File: config.mk
export PLATFORM = sky130hd
export DESIGN_NAME = player_shot_ctrl_flat
export DESIGN_NICKNAME = d
export VERILOG_FILES = /design/src/rtl/player_shot_ctrl_if.sv /design/src/rtl/player_shot_ctrl.sv /design/src/flat_wrapper.sv
export SDC_FILE = /design/constraint.sdc
export NUM_CORES = 1
export LEC_CHECK = 0
export ABC_CLOCK_PERIOD_IN_PS = 9600
export BUFFER_PORTS_ARGS = -buffer_cell sky130_fd_sc_hd__buf_2
export CAP_MARGIN = 20
export CORE_MARGIN = 4
export CORE_UTILIZATION = 55
export CTS_CLUSTER_DIAMETER = 120
export CTS_CLUSTER_SIZE = 12
export DETAILED_ROUTE_END_ITERATION = 6
export GPL_ROUTABILITY_DRIVEN = 0
export GPL_TIMING_DRIVEN = 0
export PLACE_DENSITY_LB_ADDON = 0.2
export SLEW_MARGIN = 40
export SYNTH_ARGS = -nofsm -noshare
export SYNTH_HDL_FRONTEND = slang
export SYNTH_SLANG_ARGS = --single-unit
File: constraint.sdc
create_clock -name clk_in -period 9.6 [get_ports clk_in]
set_clock_uncertainty 0.05 [all_clocks]
set_input_delay 1.92 -clock clk_in [delete_from_list [all_inputs] [get_ports clk_in]]
set_output_delay 1.92 -clock clk_in [all_outputs]
set_load 0.02 [all_outputs]
File: src/rtl/player_shot_ctrl_if.sv
// Bundle of game-state inputs, scan position and shot outputs for player_shot_ctrl.
// The master side (game logic / bench) drives fire, positions and scan pixel.
// The slave side (shot controller) returns the hit pulse, pixel colour and slot count.
interface player_shot_ctrl_if;
  logic       fire;
  logic [9:0] player_x;
  logic [9:0] player_y;
  logic [9:0] boss_x;
  logic [9:0] boss_y;
  logic       boss_die;
  logic [9:0] x;
  logic [9:0] y;
  logic       is_hit;
  logic       shot_on;
  logic [11:0] rgb_out;
  logic [3:0] shots_active;

  modport master (
    output fire, player_x, player_y, boss_x, boss_y, boss_die, x, y,
    input  is_hit, shot_on, rgb_out, shots_active
  );

  modport slave (
    input  fire, player_x, player_y, boss_x, boss_y, boss_die, x, y,
    output is_hit, shot_on, rgb_out, shots_active
  );
endinterface

File: src/rtl/player_shot_ctrl.sv
// Player shot pool: spawns, moves, retires and collides shots against the boss; renders shot pixels.
// Latency: slot state changes on movement ticks; is_hit/shots_active registered (1 cycle); shot_on/rgb_out combinational.
// Backpressure: none; fire is a level request honoured on ticks when cooldown is 0 and a slot is free.
module player_shot_ctrl #(
  parameter int          N_SHOTS  = 8,
  parameter int          MOVE_DIV = 400000,
  parameter int          COOLDOWN = 6,
  parameter int          SPEED    = 4,
  parameter int          BOSS_HW  = 32,
  parameter int          BOSS_HH  = 48,
  parameter logic [11:0] SHOT_RGB = 12'hF0F
) (
  input logic               clk_in,
  input logic               reset,
  player_shot_ctrl_if.slave sc
);

  localparam int CNT_W = (MOVE_DIV > 1) ? $clog2(MOVE_DIV) : 1;
  localparam int CD_W  = (COOLDOWN > 0) ? $clog2(COOLDOWN + 1) : 1;
  localparam int IDX_W = (N_SHOTS > 1) ? $clog2(N_SHOTS) : 1;
  localparam int HIT_W = $clog2(N_SHOTS + 1);
  // wide enough for a saturated pending count (15) plus every slot hitting at once
  localparam int AV_W  = $clog2(16 + N_SHOTS);

  logic [CNT_W-1:0] tick_cnt;
  logic             tick;
  logic [N_SHOTS-1:0] act;
  logic [9:0]       sx [N_SHOTS];
  logic [9:0]       sy [N_SHOTS];
  logic [N_SHOTS-1:0] hit_vec;
  logic [N_SHOTS-1:0] pix_vec;
  logic [CD_W-1:0]  cooldown;
  logic             any_free;
  logic [IDX_W-1:0] spawn_idx;
  logic             spawn_ok;
  logic [HIT_W-1:0] hit_cnt;
  logic [3:0]       hit_pending;
  logic             is_hit_q;
  logic [AV_W-1:0]  avail;
  logic [AV_W-1:0]  remain;
  logic             hit_dec;
  logic [3:0]       pend_nxt;
  logic [3:0]       act_cnt;
  logic [3:0]       shots_active_q;

  assign tick = (tick_cnt == CNT_W'(MOVE_DIV - 1));

  // free-running movement divider, one tick per MOVE_DIV cycles
  always_ff @(posedge clk_in or posedge reset) begin
    if (reset)     tick_cnt <= '0;
    else if (tick) tick_cnt <= '0;
    else           tick_cnt <= tick_cnt + CNT_W'(1);
  end

  // per-slot collision and pixel-coverage tests, all done 11-bit so nothing wraps near 0
  for (genvar g = 0; g < N_SHOTS; g++) begin : g_slot
    logic [10:0] dx;
    logic [10:0] dy;
    logic [10:0] adx;
    logic [10:0] ady;
    logic [10:0] px;
    logic [10:0] py;
    logic [10:0] ssx;
    logic [10:0] ssy;

    assign ssx = {1'b0, sx[g]};
    assign ssy = {1'b0, sy[g]};
    assign dx  = ssx - {1'b0, sc.boss_x};
    assign dy  = ssy - {1'b0, sc.boss_y};
    assign adx = dx[10] ? (11'd0 - dx) : dx;
    assign ady = dy[10] ? (11'd0 - dy) : dy;
    assign hit_vec[g] = act[g] & ~sc.boss_die &
                        (adx <= 11'(BOSS_HW)) & (ady <= 11'(BOSS_HH));

    // sx-1 <= x <= sx+2 and sy-5 <= y <= sy+6, rearranged to avoid subtracting from sx/sy
    assign px = {1'b0, sc.x};
    assign py = {1'b0, sc.y};
    assign pix_vec[g] = act[g] &
                        (px + 11'd1 >= ssx) & (px <= ssx + 11'd2) &
                        (py + 11'd5 >= ssy) & (py <= ssy + 11'd6);
  end

  // lowest-index free slot as of the start of the tick
  always_comb begin
    any_free  = 1'b0;
    spawn_idx = '0;
    for (int i = N_SHOTS - 1; i >= 0; i--) begin
      if (!act[i]) begin
        any_free  = 1'b1;
        spawn_idx = IDX_W'(i);
      end
    end
  end

  assign spawn_ok = tick & sc.fire & (cooldown == '0) &
                    (sc.player_y >= 10'd16) & any_free;

  // slot state: collision beats retirement beats movement; the spawned slot is left alone until the next tick
  always_ff @(posedge clk_in or posedge reset) begin
    if (reset) begin
      act <= '0;
      for (int i = 0; i < N_SHOTS; i++) begin
        sx[i] <= '0;
        sy[i] <= '0;
      end
    end else if (tick) begin
      for (int i = 0; i < N_SHOTS; i++) begin
        if (hit_vec[i])             act[i] <= 1'b0;
        else if (act[i]) begin
          if (sy[i] < 10'(SPEED))   act[i] <= 1'b0;
          else                      sy[i]  <= sy[i] - 10'(SPEED);
        end
      end
      if (spawn_ok) begin
        act[spawn_idx] <= 1'b1;
        sx[spawn_idx]  <= sc.player_x;
        sy[spawn_idx]  <= sc.player_y - 10'd16;
      end
    end
  end

  // cooldown reloads on a spawn and otherwise counts down once per tick
  always_ff @(posedge clk_in or posedge reset) begin
    if (reset)                         cooldown <= '0;
    else if (spawn_ok)                 cooldown <= CD_W'(COOLDOWN);
    else if (tick && cooldown != '0)   cooldown <= cooldown - CD_W'(1);
  end

  // number of slots colliding on this tick
  always_comb begin
    hit_cnt = '0;
    for (int i = 0; i < N_SHOTS; i++) begin
      hit_cnt = hit_cnt + HIT_W'(hit_vec[i] & tick);
    end
  end

  // new hits join the queue before the pulse decision, so a hit can pulse on the very next cycle
  always_comb begin
    avail    = AV_W'(hit_pending) + AV_W'(hit_cnt);
    hit_dec  = (avail != '0) & ~is_hit_q;
    remain   = avail - AV_W'(hit_dec);
    pend_nxt = (remain > AV_W'(15)) ? 4'd15 : remain[3:0];
  end

  // hit pulse generator, never two high cycles back to back
  always_ff @(posedge clk_in or posedge reset) begin
    if (reset) begin
      hit_pending <= '0;
      is_hit_q    <= 1'b0;
    end else begin
      hit_pending <= pend_nxt;
      is_hit_q    <= hit_dec;
    end
  end

  // live slot count; assumes N_SHOTS <= 15 so it fits the 4-bit output
  always_comb begin
    act_cnt = '0;
    for (int i = 0; i < N_SHOTS; i++) begin
      act_cnt = act_cnt + 4'(act[i]);
    end
  end

  // registered copy of the slot count, one cycle behind the slots
  always_ff @(posedge clk_in or posedge reset) begin
    if (reset) shots_active_q <= '0;
    else       shots_active_q <= act_cnt;
  end

  assign sc.is_hit       = is_hit_q;
  assign sc.shots_active = shots_active_q;
  assign sc.shot_on      = |pix_vec;
  assign sc.rgb_out      = sc.shot_on ? SHOT_RGB : 12'h000;

endmodule

File: src/flat_wrapper.sv
// flat-port wrapper written by rule: the top's interface ports become plain ports
module player_shot_ctrl_flat 
#(
  parameter int          N_SHOTS  = 8,
  parameter int          MOVE_DIV = 400000,
  parameter int          COOLDOWN = 6,
  parameter int          SPEED    = 4,
  parameter int          BOSS_HW  = 32,
  parameter int          BOSS_HH  = 48,
  parameter logic [11:0] SHOT_RGB = 12'hF0F
)
  (clk_in, reset, sc_fire, sc_player_x, sc_player_y, sc_boss_x, sc_boss_y, sc_boss_die, sc_x, sc_y, sc_is_hit, sc_shot_on, sc_rgb_out, sc_shots_active);
  player_shot_ctrl_if sc_i ();
  input logic clk_in;
  input logic reset;
  input wire logic [$bits(sc_i.fire)-1:0] sc_fire;
  input wire logic [$bits(sc_i.player_x)-1:0] sc_player_x;
  input wire logic [$bits(sc_i.player_y)-1:0] sc_player_y;
  input wire logic [$bits(sc_i.boss_x)-1:0] sc_boss_x;
  input wire logic [$bits(sc_i.boss_y)-1:0] sc_boss_y;
  input wire logic [$bits(sc_i.boss_die)-1:0] sc_boss_die;
  input wire logic [$bits(sc_i.x)-1:0] sc_x;
  input wire logic [$bits(sc_i.y)-1:0] sc_y;
  output wire logic [$bits(sc_i.is_hit)-1:0] sc_is_hit;
  output wire logic [$bits(sc_i.shot_on)-1:0] sc_shot_on;
  output wire logic [$bits(sc_i.rgb_out)-1:0] sc_rgb_out;
  output wire logic [$bits(sc_i.shots_active)-1:0] sc_shots_active;
  assign sc_i.fire = sc_fire;
  assign sc_i.player_x = sc_player_x;
  assign sc_i.player_y = sc_player_y;
  assign sc_i.boss_x = sc_boss_x;
  assign sc_i.boss_y = sc_boss_y;
  assign sc_i.boss_die = sc_boss_die;
  assign sc_i.x = sc_x;
  assign sc_i.y = sc_y;
  assign sc_is_hit = sc_i.is_hit;
  assign sc_shot_on = sc_i.shot_on;
  assign sc_rgb_out = sc_i.rgb_out;
  assign sc_shots_active = sc_i.shots_active;
  player_shot_ctrl #(.N_SHOTS(N_SHOTS), .MOVE_DIV(MOVE_DIV), .COOLDOWN(COOLDOWN), .SPEED(SPEED), .BOSS_HW(BOSS_HW), .BOSS_HH(BOSS_HH), .SHOT_RGB(SHOT_RGB)) u_core (.clk_in(clk_in), .reset(reset), .sc(sc_i));
endmodule
Yosys cells after proc, flatten, opt, wreduce, memory -nomap -nowiden

Cells that the tools add are included.

Register bits: 199

Add/sub/neg operators: 77
$lt $le $gt $ge: 62
Equality and inequality tests: 1
Mux-type cells: 109
Bitwise operators: 73
Reduce and logical (&&, ||, !) cells: 9

Operators with widths:

| kind                    | number |
|---|---|
| $mux W10                | 33 |
| $ge A11 B10 Y1          | 16 |
| $le A10 B11 Y1          | 16 |
| $le A11 B6 Y1 const B   | 16 |
| $mux W11                | 16 |
| $sub A1 B11 Y11 const A | 16 |
| $sub A10 B10 Y11        | 16 |
| $bwmux W80              | 2 |
| $add A10 B3 Y11 const B | 9 |
| $add A10 B2 Y11 const B | 8 |
| $lt A10 B3 Y1 const B   | 8 |
| $mux W80                | 1 |
| $sub A10 B3 Y10 const B | 8 |
| $and A1 B1 Y1           | 69 |
| $mux W1                 | 41 |
| $demux W10 S3           | 1 |
| $mux W3                 | 10 |
| $add A4 B4 Y4           | 7 |
| $add A4 B1 Y4           | 6 |
| $add A19 B1 Y19 const B | 1 |
| $eq A19 B19 Y1 const B  | 1 |
| $mux W19                | 1 |
| $mux W12                | 1 |
| $add A10 B1 Y11 const B | 1 |
| other kinds (24)        | 27 |

Depth between registers and ports, before layout

Gate-level depths: netlist of run 1.

Depth in word-level cells: 20
Gate-level depth with buffers: 34
Gate-level depth less buffers: 33

Worst setup path before layout of run 1

Ideal clock, no wire load.

Kind: input port to flip-flop
From: input sc_boss_y[0]
To: register u_core.hit_pending[2]
Setup time: 0.136 ns
Arrival time: 8.454 ns
Slack: 0.960 ns
Stages: 29
Path buffers: 1
Cells stage by stage: ha_1 -> fa_1 -> nand2b_1 -> a21boi_0 -> o21ai_0 -> a31oi_1 -> nor3_1 -> o21ai_0 -> nor4b_1 -> o22ai_1 -> clkbuf_1 -> nor2_1 -> fa_1 -> inv_1 -> fa_1 -> inv_1 -> fa_1 -> ha_1 -> fa_1 -> inv_1 -> fa_1 -> xor2_1 -> nand3_1 -> nor3_1 -> nor2_1 -> ha_1 -> ha_1 -> nand2_1 -> or3b_2

Longest elaborated chain between the ends: 19
Elaborated cells between the ends (all ways): 61
Classes of those cells: add/sub (25); order compare (9); mux (9); bitwise (17); reduce/logical (1)

RTL lines:

| item                       | line                    | RTL |
|---|---|---|
| start, declared            | flat_wrapper.sv:20      | `input wire logic [$bits(sc_i.boss_y)-1:0] sc_boss_y;` |
| $sub A10 B10 Y11           | player_shot_ctrl.sv:69  | `assign dy = ssy - {1'b0, sc.boss_y};` |
| $sub A1 B11 Y11            | player_shot_ctrl.sv:71  | `assign ady = dy[10] ? (11'd0 - dy) : dy;` |
| $mux W11                   | player_shot_ctrl.sv:71  |  |
| $le A11 B6 Y1              | player_shot_ctrl.sv:73  | `(adx <= 11'(BOSS_HW)) & (ady <= 11'(BOSS_HH));` |
| $and A1 B1 Y1              | player_shot_ctrl.sv:73  |  |
| $and A1 B1 Y1              | player_shot_ctrl.sv:133 | `hit_cnt = hit_cnt + HIT_W'(hit_vec[i] & tick);` |
| $add A4 B4 Y4 (6 in a row) | player_shot_ctrl.sv:133 |  |
| $add A4 B4 Y4 (*)          | player_shot_ctrl.sv:133 |  |
| $add A4 B4 Y5 (*)          | player_shot_ctrl.sv:139 | `avail = AV_W'(hit_pending) + AV_W'(hit_cnt);` |
| $reduce_bool A5 Y1 (*)     | player_shot_ctrl.sv:140 | `hit_dec = (avail != '0) & ~is_hit_q;` |
| $and A1 B1 Y1 (*)          | player_shot_ctrl.sv:140 |  |
| net u_core.hit_dec         | player_shot_ctrl.sv:41  | `logic hit_dec;` |
| $sub A5 B1 Y5 (*)          | player_shot_ctrl.sv:141 | `remain = avail - AV_W'(hit_dec);` |
| $gt A5 B4 Y1               | player_shot_ctrl.sv:142 | `pend_nxt = (remain > AV_W'(15)) ? 4'd15 : remain[3:0];` |
| $mux W4 (*)                | player_shot_ctrl.sv:142 |  |
| net u_core.pend_nxt[2]     | player_shot_ctrl.sv:42  | `logic [3:0] pend_nxt;` |
| end signal, assigned       | player_shot_ctrl.sv:151 | `hit_pending <= pend_nxt;` |
| end, declared              | player_shot_ctrl.sv:37  | `logic [3:0] hit_pending;` |

The timed path passes the listed nets; every way through them passes the cells marked *.
A chain may end at the register's enable or synchronous reset.

Worst setup path in the final report of run 1

From: input sc_boss_y[4]
To: register u_core.hit_pending[2]

Same word-level chain as after synthesis.

==> qor.yml, run 1 <==
status: "finished clean"
final_nets: 4395
grt_max_degree: 56
period_share: 0.967
antenna_found_initial: 3
clockRootBuffer: "clkbuf_16"
whs_endpoint: "u_core.sc.is_hit"
required_ns: 9.94
end_kind: "register"
first_iter_violations: 2745
hold_violations: 0
rows: 84
p_leak_uw: 0.0139
multi_input_area_um2: 22800
die_w_um: 238
fin_tns_setup_ns: 0
hpwl_um: 74600
synth_cell_types: 100
drc: 0
busiest_layer: "met2"
ios: 82
antenna_cells: 0
yosys_warnings: 0
worstReg2RegEnd: "u_core.hit_pending[2]"
fmax_ghz: 0.108
ys_seq_elements: 199
grt_use_met3: 0.0737
peakVddDrop_mv: 0.135
die_area_um2: 56700
min_path_cells: 1
hp-start: "u_core.sc.is_hit"
cts_max_path_buffers: 2
grt_pass1_wl_um: 154000
relSlewSlack: 0.365
cts_tree: "yes"
grt_use_total: 0.349
r2r_slack_ns: 1.41
grt_use_met1: 0.456
die_h_um: 238
coreArea_um2: 52400
hold_buffers: 0
cts_htree_levels: 4
cts_made_buffers: 17
syn_area_um2: 29100
most-common-layout-cells: "ha_1 (539), nand2_1 (290), o21ai_0 (280)"
post-route-min-period_ns: 9.28
async_flop_share: 1.00
drive_above_1_share: 0.0643
yosysSeqAreaShare: 0.171
clkSlewWorstSetupHoldPaths_ns: 0.08
num-fill-cells: 4872
cts_sinks: 199
finalMaxSlewViolations: 0
critPathMaxFanout: 8
syn_to_final_growth_pct: 7.81
grt_pass1_vias: 26800
min_path_type: "register to register"
synth_edf_count: 0
clkLatencyLatePin_ns: 0.53
r2r-start: "u_core.tick_cnt[2]"
grt_use_met2: 0.521
vias: 29300
powerDensity_nw_per_um2: 74.9
seqCellArea_um2: 4980
synth_area_per_cell_um2: 7.94
start_util: 0.555
critPathLaunch: "sc_boss_y[4]"
startpoint_type: "primary input"
netlist_instances: 3664
cap_violations: 0
vias_per_cell: 6.57
overflow: 0
reg2regPathDepth: 25
worst_pin_slew_ns: 0.952
setup-violations-final: 0
ant_nets: 0
port_buffers: 63
layout_commonest_cell: "ha_1"
dr.pass1.iters: 6
ys.flop_type: "dfrtp_1"
routed_wl_um: 102000
wl_per_cell_um: 22.7
arrival_ns: 9.62
hold_ws_ns: 0.398
critPathKind: "primary input to register"
[Yosys cell counts (42+ instances only)]
| library cell | number | area, um2 |
|---|---|---|
| nor2_1 | 251 | 942 |
| a21o_1 | 46 | 345 |
| inv_1 | 253 | 950 |
| nand3_1 | 140 | 701 |
| nand2b_1 | 53 | 332 |
| o21a_1 | 71 | 533 |
| ha_1 | 539 | 6740 |
| o211ai_1 | 50 | 375 |
| a21oi_1 | 220 | 1100 |
| clkbuf_1 | 103 | 387 |
| nor4_1 | 42 | 263 |
| nor3_1 | 109 | 546 |
| nand2_1 | 290 | 1090 |
| nand4_1 | 52 | 325 |
| xnor2_1 | 172 | 1510 |
| xor2_1 | 53 | 464 |
| dfrtp_1 | 199 | 4980 |
| nor2b_1 | 62 | 388 |
| o21ai_0 | 281 | 1410 |
[cell families after synthesis]
family	share of synthesized area
and+or+nand+nor	0.213
AOI/OAI and AO/OA	0.235
adders and majority gates	0.250
buffers and inverters	0.0512
xor gates and xnor gates	0.0677
DFF	0.171
muxes	0.0121
other	0.000129
[what timing repair did]
item                       4_1_cts  5_1_grt
setup endpoints to repair        4        4
gates resized for setup          1       18
buffers inserted                 3        3
cloned                           0        0
[routing by layer]
metal / share of wire / up-vias
met1: 0.40 / 13700
li1: - / 13800
met3: 0.10 / 390
met4: 0.079 / 2
met2: 0.42 / 1482
met5: 0.00016 / -
[state kept, by name (all words and copies together) (netlist names)]
name and flops:
u_core.sc.shots_active 4, u_core.cooldown 3, u_core.g_slot.ssx 80, u_core.act 8
u_core.sc.is_hit 1, u_core.g_slot.ssy 80, u_core.tick_cnt 19, u_core.hit_pending 4
[cell type report]
class / count / area share
well taps: 688 / 0.0274
clock buffers: 17 / 0.0136
flip-flops and latches: 199 / 0.159
multi-input cells: 3087 / 0.728
inverters: 254 / 0.0311
repair buffers: 81 / 0.0179
plain buffers: 127 / 0.0175
clock inverters: 15 / 0.00562
[critical path, stage by stage]
cell and delay, ns:
buf_2 0.09, inv_1 0.56, ha_1 0.35, buf_2 0.17, o211ai_1 0.24, a211oi_1 0.10, a2111oi_2 0.47, a21oi_1 0.14
xor2_1 0.17, or4_1 0.58, a221oi_4 0.49, nand3_1 0.27, fa_1 0.59, inv_1 0.05, fa_1 0.47, ha_1 0.24
fa_1 0.54, inv_1 0.07, fa_1 0.43, xor2_1 0.28, nand3_1 0.13, nor3_1 0.22, nor2_1 0.10, ha_1 0.22
ha_1 0.20, nand2_1 0.08, or3b_2 0.44
[metrics by stage]
stage | instances | total power, uW | util | setup WS (ns) | instance area, um2
final | 4468 | 2350 | 0.598 | 0.321 | 31400
after global routing | 4468 | 2470 | 0.598 | -0.00685 | 31400
after CTS | 4464 | 2340 | 0.596 | 0.0924 | 31300
after global placement | 4418 | 1540 | 0.578 | -0.745 | 30300
after floorplan | 3667 | 1330 | - | 0.960 | 29100
after detailed placement | 4429 | 1560 | 0.584 | -0.658 | 30600
[worst max-delay path by stage]
stage | endpoint | slack [ns] | cells past startpoint
floorplan | u_core.hit_pending[2] | 0.96 | 29
global placement | u_core.tick_cnt[13] | -0.75 | 2
detailed placement | u_core.hit_pending[2] | -0.66 | 28
CTS | u_core.hit_pending[2] | 0.09 | 28
global route | u_core.hit_pending[2] | -0.007 | 28
finish | u_core.hit_pending[2] | 0.32 | 27
[power by group]
group          internal, uW  leakage, uW  total, uW  switching, uW
combinational           263       0.0114        715            452
sequential              849      0.00216        853           4.40
clock                   353     0.000295        781            429
Note: power is estimated with default switching activity, not from simulation.
==> run 2, diff against run 1 <==
--- a/config.mk
+++ b/config.mk
@@ -5,6 +5,7 @@
 export SDC_FILE = /design/constraint.sdc
 export NUM_CORES = 1
 export LEC_CHECK = 0
+export ABC_AREA = 1
 export ABC_CLOCK_PERIOD_IN_PS = 9600
 export BUFFER_PORTS_ARGS = -buffer_cell sky130_fd_sc_hd__buf_2
 export CAP_MARGIN = 20
==> run 2 against run 1 <==
Net effect: routed wire length rose by 0.95%; critical endpoint is now u_core.hit_pending[0]; maximum frequency rose by 4.1%; largest power group unchanged; critical path depth rose by 5; cell count rose by 21%; highest routed layer unchanged; non-clock buffer count fell by 47; clock power rose by 6.3%; synthesized area rose by 4.4%.
==> qor.yml, run 2 <==
grt_pass1_vias: 28100  # was 26800
cap_violations: 0  # unchanged
fin_tns_setup_ns: 0  # unchanged
grt_max_degree: 71  # was 56
synthTopCellsByArea: "ha_1 (22%), dfrtp_1 (16%), nand2_1 (14%), inv_1 (7.4%), nand3_1 (6.2%)"  # was ha_1 (23%), dfrtp_1 (17%), xnor2_1 (5.2%), o21ai_0 (4.8%), a21oi_1 (3.8%)
vias_per_cell: 5.83  # was 6.57
relSlewSlack: 0.367  # was 0.365
cts_htree_levels: 4  # unchanged
routed_wl_um: 103000  # was 102000 um
cts_sinks: 199  # unchanged
port_buffers: 76  # was 63
p_leak_uw: 0.0175  # was 0.0139 uW
finalMaxSlewViolations: 0  # unchanged
clkLatencyLatePin_ns: 0.53  # about the same
arrival_ns: 9.27  # was 9.62 ns
start_util: 0.560  # was 0.555
crit_buf_inv: 5  # unchanged
syn_area_um2: 30400  # was 29100 um2
dr.pass1.iters: 7  # was 6
synth_area_per_cell_um2: 6.64  # was 7.94 um2
fmax_ghz: 0.112  # was 0.108 GHz
wl_per_cell_um: 19.0  # was 22.7 um
synth_cell_types: 61  # was 100
cpPeakStageDelay_ns: 0.60  # was 0.59 ns
dp_cells: 5353  # was 4429
most-common-layout-cells: "nand2_1 (1168), inv_1 (598), ha_1 (539)"  # was ha_1 (539), nand2_1 (290), o21ai_0 (280)
async_flop_share: 1.00  # unchanged
period_share: 0.929  # was 0.967
path_common_cell: "nand2_1"
instances_no_fill: 5387  # was 4468
grt_pass1_wl_um: 157000  # was 154000 um
num-fill-cells: 5323  # was 4872
status: "finished clean"  # unchanged
clockRootBuffer: "clkbuf_16"  # unchanged
end_kind: "register"  # unchanged
drc: 0  # unchanged
antenna_found_initial: 2  # was 3
final_nets: 5306  # was 4395
clkSlewWorstSetupHoldPaths_ns: 0.08  # about the same
vias: 31400  # was 29300
netlist_instances: 4575  # was 3664
die_area_um2: 59100  # was 56700 um2
coreArea_um2: 54200  # was 52400 um2
critPathTopFamily: "adder cells"  # unchanged
min_path_type: "register to register"  # unchanged
ys_seq_elements: 199  # unchanged
ant_nets: 0  # unchanged
rsz0062_at_grt: "no"
ys.flop_type: "dfrtp_1"  # unchanged
peakVddDrop_mv: 0.130  # was 0.135 mV
yosysMostFrequentCell: "nand2_1"  # was ha_1
first_iter_violations: 2905  # was 2745
syn_to_final_growth_pct: 6.69  # was 7.81%
utilization: 0.598  # about the same
post-route-min-period_ns: 8.91  # was 9.28 ns
yosysTopAreaCell: "ha_1"  # unchanged
synth_edf_count: 0  # unchanged
worst_pin_slew_ns: 0.947  # was 0.952 ns
die_h_um: 243  # was 238 um
critPathMaxFanout: 11  # was 8
cts_made_buffers: 17  # unchanged
layout_commonest_cell: "nand2_1"  # was ha_1
yosys.area.top_type_share: 0.222  # was 0.232
hpwl_um: 77300  # was 74600 um
hold_violations: 0  # unchanged
synthTopCellsByCount: "nand2_1 (1168), inv_1 (602), ha_1 (539)"  # was ha_1 (539), nand2_1 (290), o21ai_0 (281)
startpoint_type: "primary input"  # unchanged
hold_buffers: 0  # unchanged
critPathSlowestCell: "fa_1"  # unchanged
die_w_um: 243  # was 238 um
grt_use_total: 0.338  # was 0.349
cts_max_path_buffers: 2  # unchanged
required_ns: 9.95  # was 9.94 ns
rows: 85  # was 84
setup-violations-final: 0  # unchanged
yosysSeqAreaShare: 0.164  # was 0.171
cts_tree: "yes"  # unchanged
drive_above_1_share: 0.0414  # was 0.0643
yosys_warnings: 0  # unchanged
overflow: 0  # unchanged
critPathKind: "primary input to register"  # unchanged
ios: 82  # unchanged
powerDensity_nw_per_um2: 74.0  # was 74.9 nW/um2
run 2: power by group:
| part | switching, uW | total [uW] | internal, uW |
|---|---|---|---|
| sequential | 4.39 | 853 | 849 |
| combinational | 481 | 717 | 236 |
| clock | 409 | 830 | 421 |
run 2: cells by family after synthesis:
kind of cell,count (synthesis),share of synthesized area
DFF,199,0.164
other,1,0.000123
buffers and inverters,692,0.0879
adders and majority gates,564,0.238
xor gates and xnor gates,259,0.0749
and+or+nand+nor,2204,0.315
AOI/OAI and AO/OA,656,0.120
run 2: per-stage QoR:
stage / setup slack [ns] / cell area [um2] / total power (uW) / hold slack [ns]
6_report: 0.685 / 32400 / 2400 / 0.408
5_1_grt: 0.0736 / 32400 / 2520 / 0.433
4_1_cts: 0.483 / 32400 / 2390 / 0.410
3_5_place_dp: -0.0519 / 31800 / 1570 / 0.388
3_3_place_gp: -0.703 / 31700 / 1550 / 0.399
2_1_floorplan: 1.59 / 30400 / 1340 / 0.383
run 2: final timing paths:
check                                             start                 endpoint  slack [ns]  cells past startpoint
min in group asynchronous                         reset       u_core.tick_cnt[5]        1.39                      2
max in group asynchronous                         reset  u_core.g_slot[0].ssy[1]        6.93                      4
worst min register to register         u_core.sc.is_hit         u_core.sc.is_hit        0.41                      1
worst max register to register  u_core.g_slot[6].ssx[0]    u_core.hit_pending[0]        2.23                     33
worst min-delay path                   u_core.sc.is_hit         u_core.sc.is_hit        0.41                      1
worst max-delay path                       sc_boss_x[1]    u_core.hit_pending[0]        0.69                     32
run 2: timing repair:
item                       4_1_cts  5_1_grt
gates resized for setup          0        1
setup endpoints to repair        0        2
setup buffers                    0        2
run 2: routing by layer:
metal  vias up  part of all wire  wire [um]  global-route usage
met1     14400              0.42      43400               0.450
met5         -           0.00013         13                   0
met4         2             0.048       4870               0.144
li1      15500                 -          -                   -
met3       269              0.10      10500              0.0803
met2      1304              0.43      43800               0.524
run 2: worst reg2reg max path, delay by kind of cell, from the launching register on:
| kind | cells | cell delay [ns] |
|---|---|---|
| adders and majority gates | 10 | 3.75 |
| and+or+nand+nor | 14 | 1.80 |
| xor gates and xnor gates | 2 | 0.45 |
| DFF | 1 | 0.42 |
| AOI/OAI and AO/OA | 2 | 0.41 |
| buffers and inverters | 5 | 0.37 |
run 2: area by class of cell:
| type | instances | area [um2] | area share |
|---|---|---|---|
| Multi-Input combinational cell | 3687 | 22800 | 0.703 |
| Sequential cell | 199 | 4980 | 0.154 |
| Inverter | 612 | 2310 | 0.0712 |
| Tap cell | 696 | 871 | 0.0269 |
| Timing Repair Buffer | 81 | 455 | 0.0140 |
| Clock buffer | 17 | 425 | 0.0131 |
| Buffer | 80 | 378 | 0.0117 |
| Clock inverter | 14 | 204 | 0.00629 |
| Antenna cell | 1 | 2.50 | 0.0000772 |
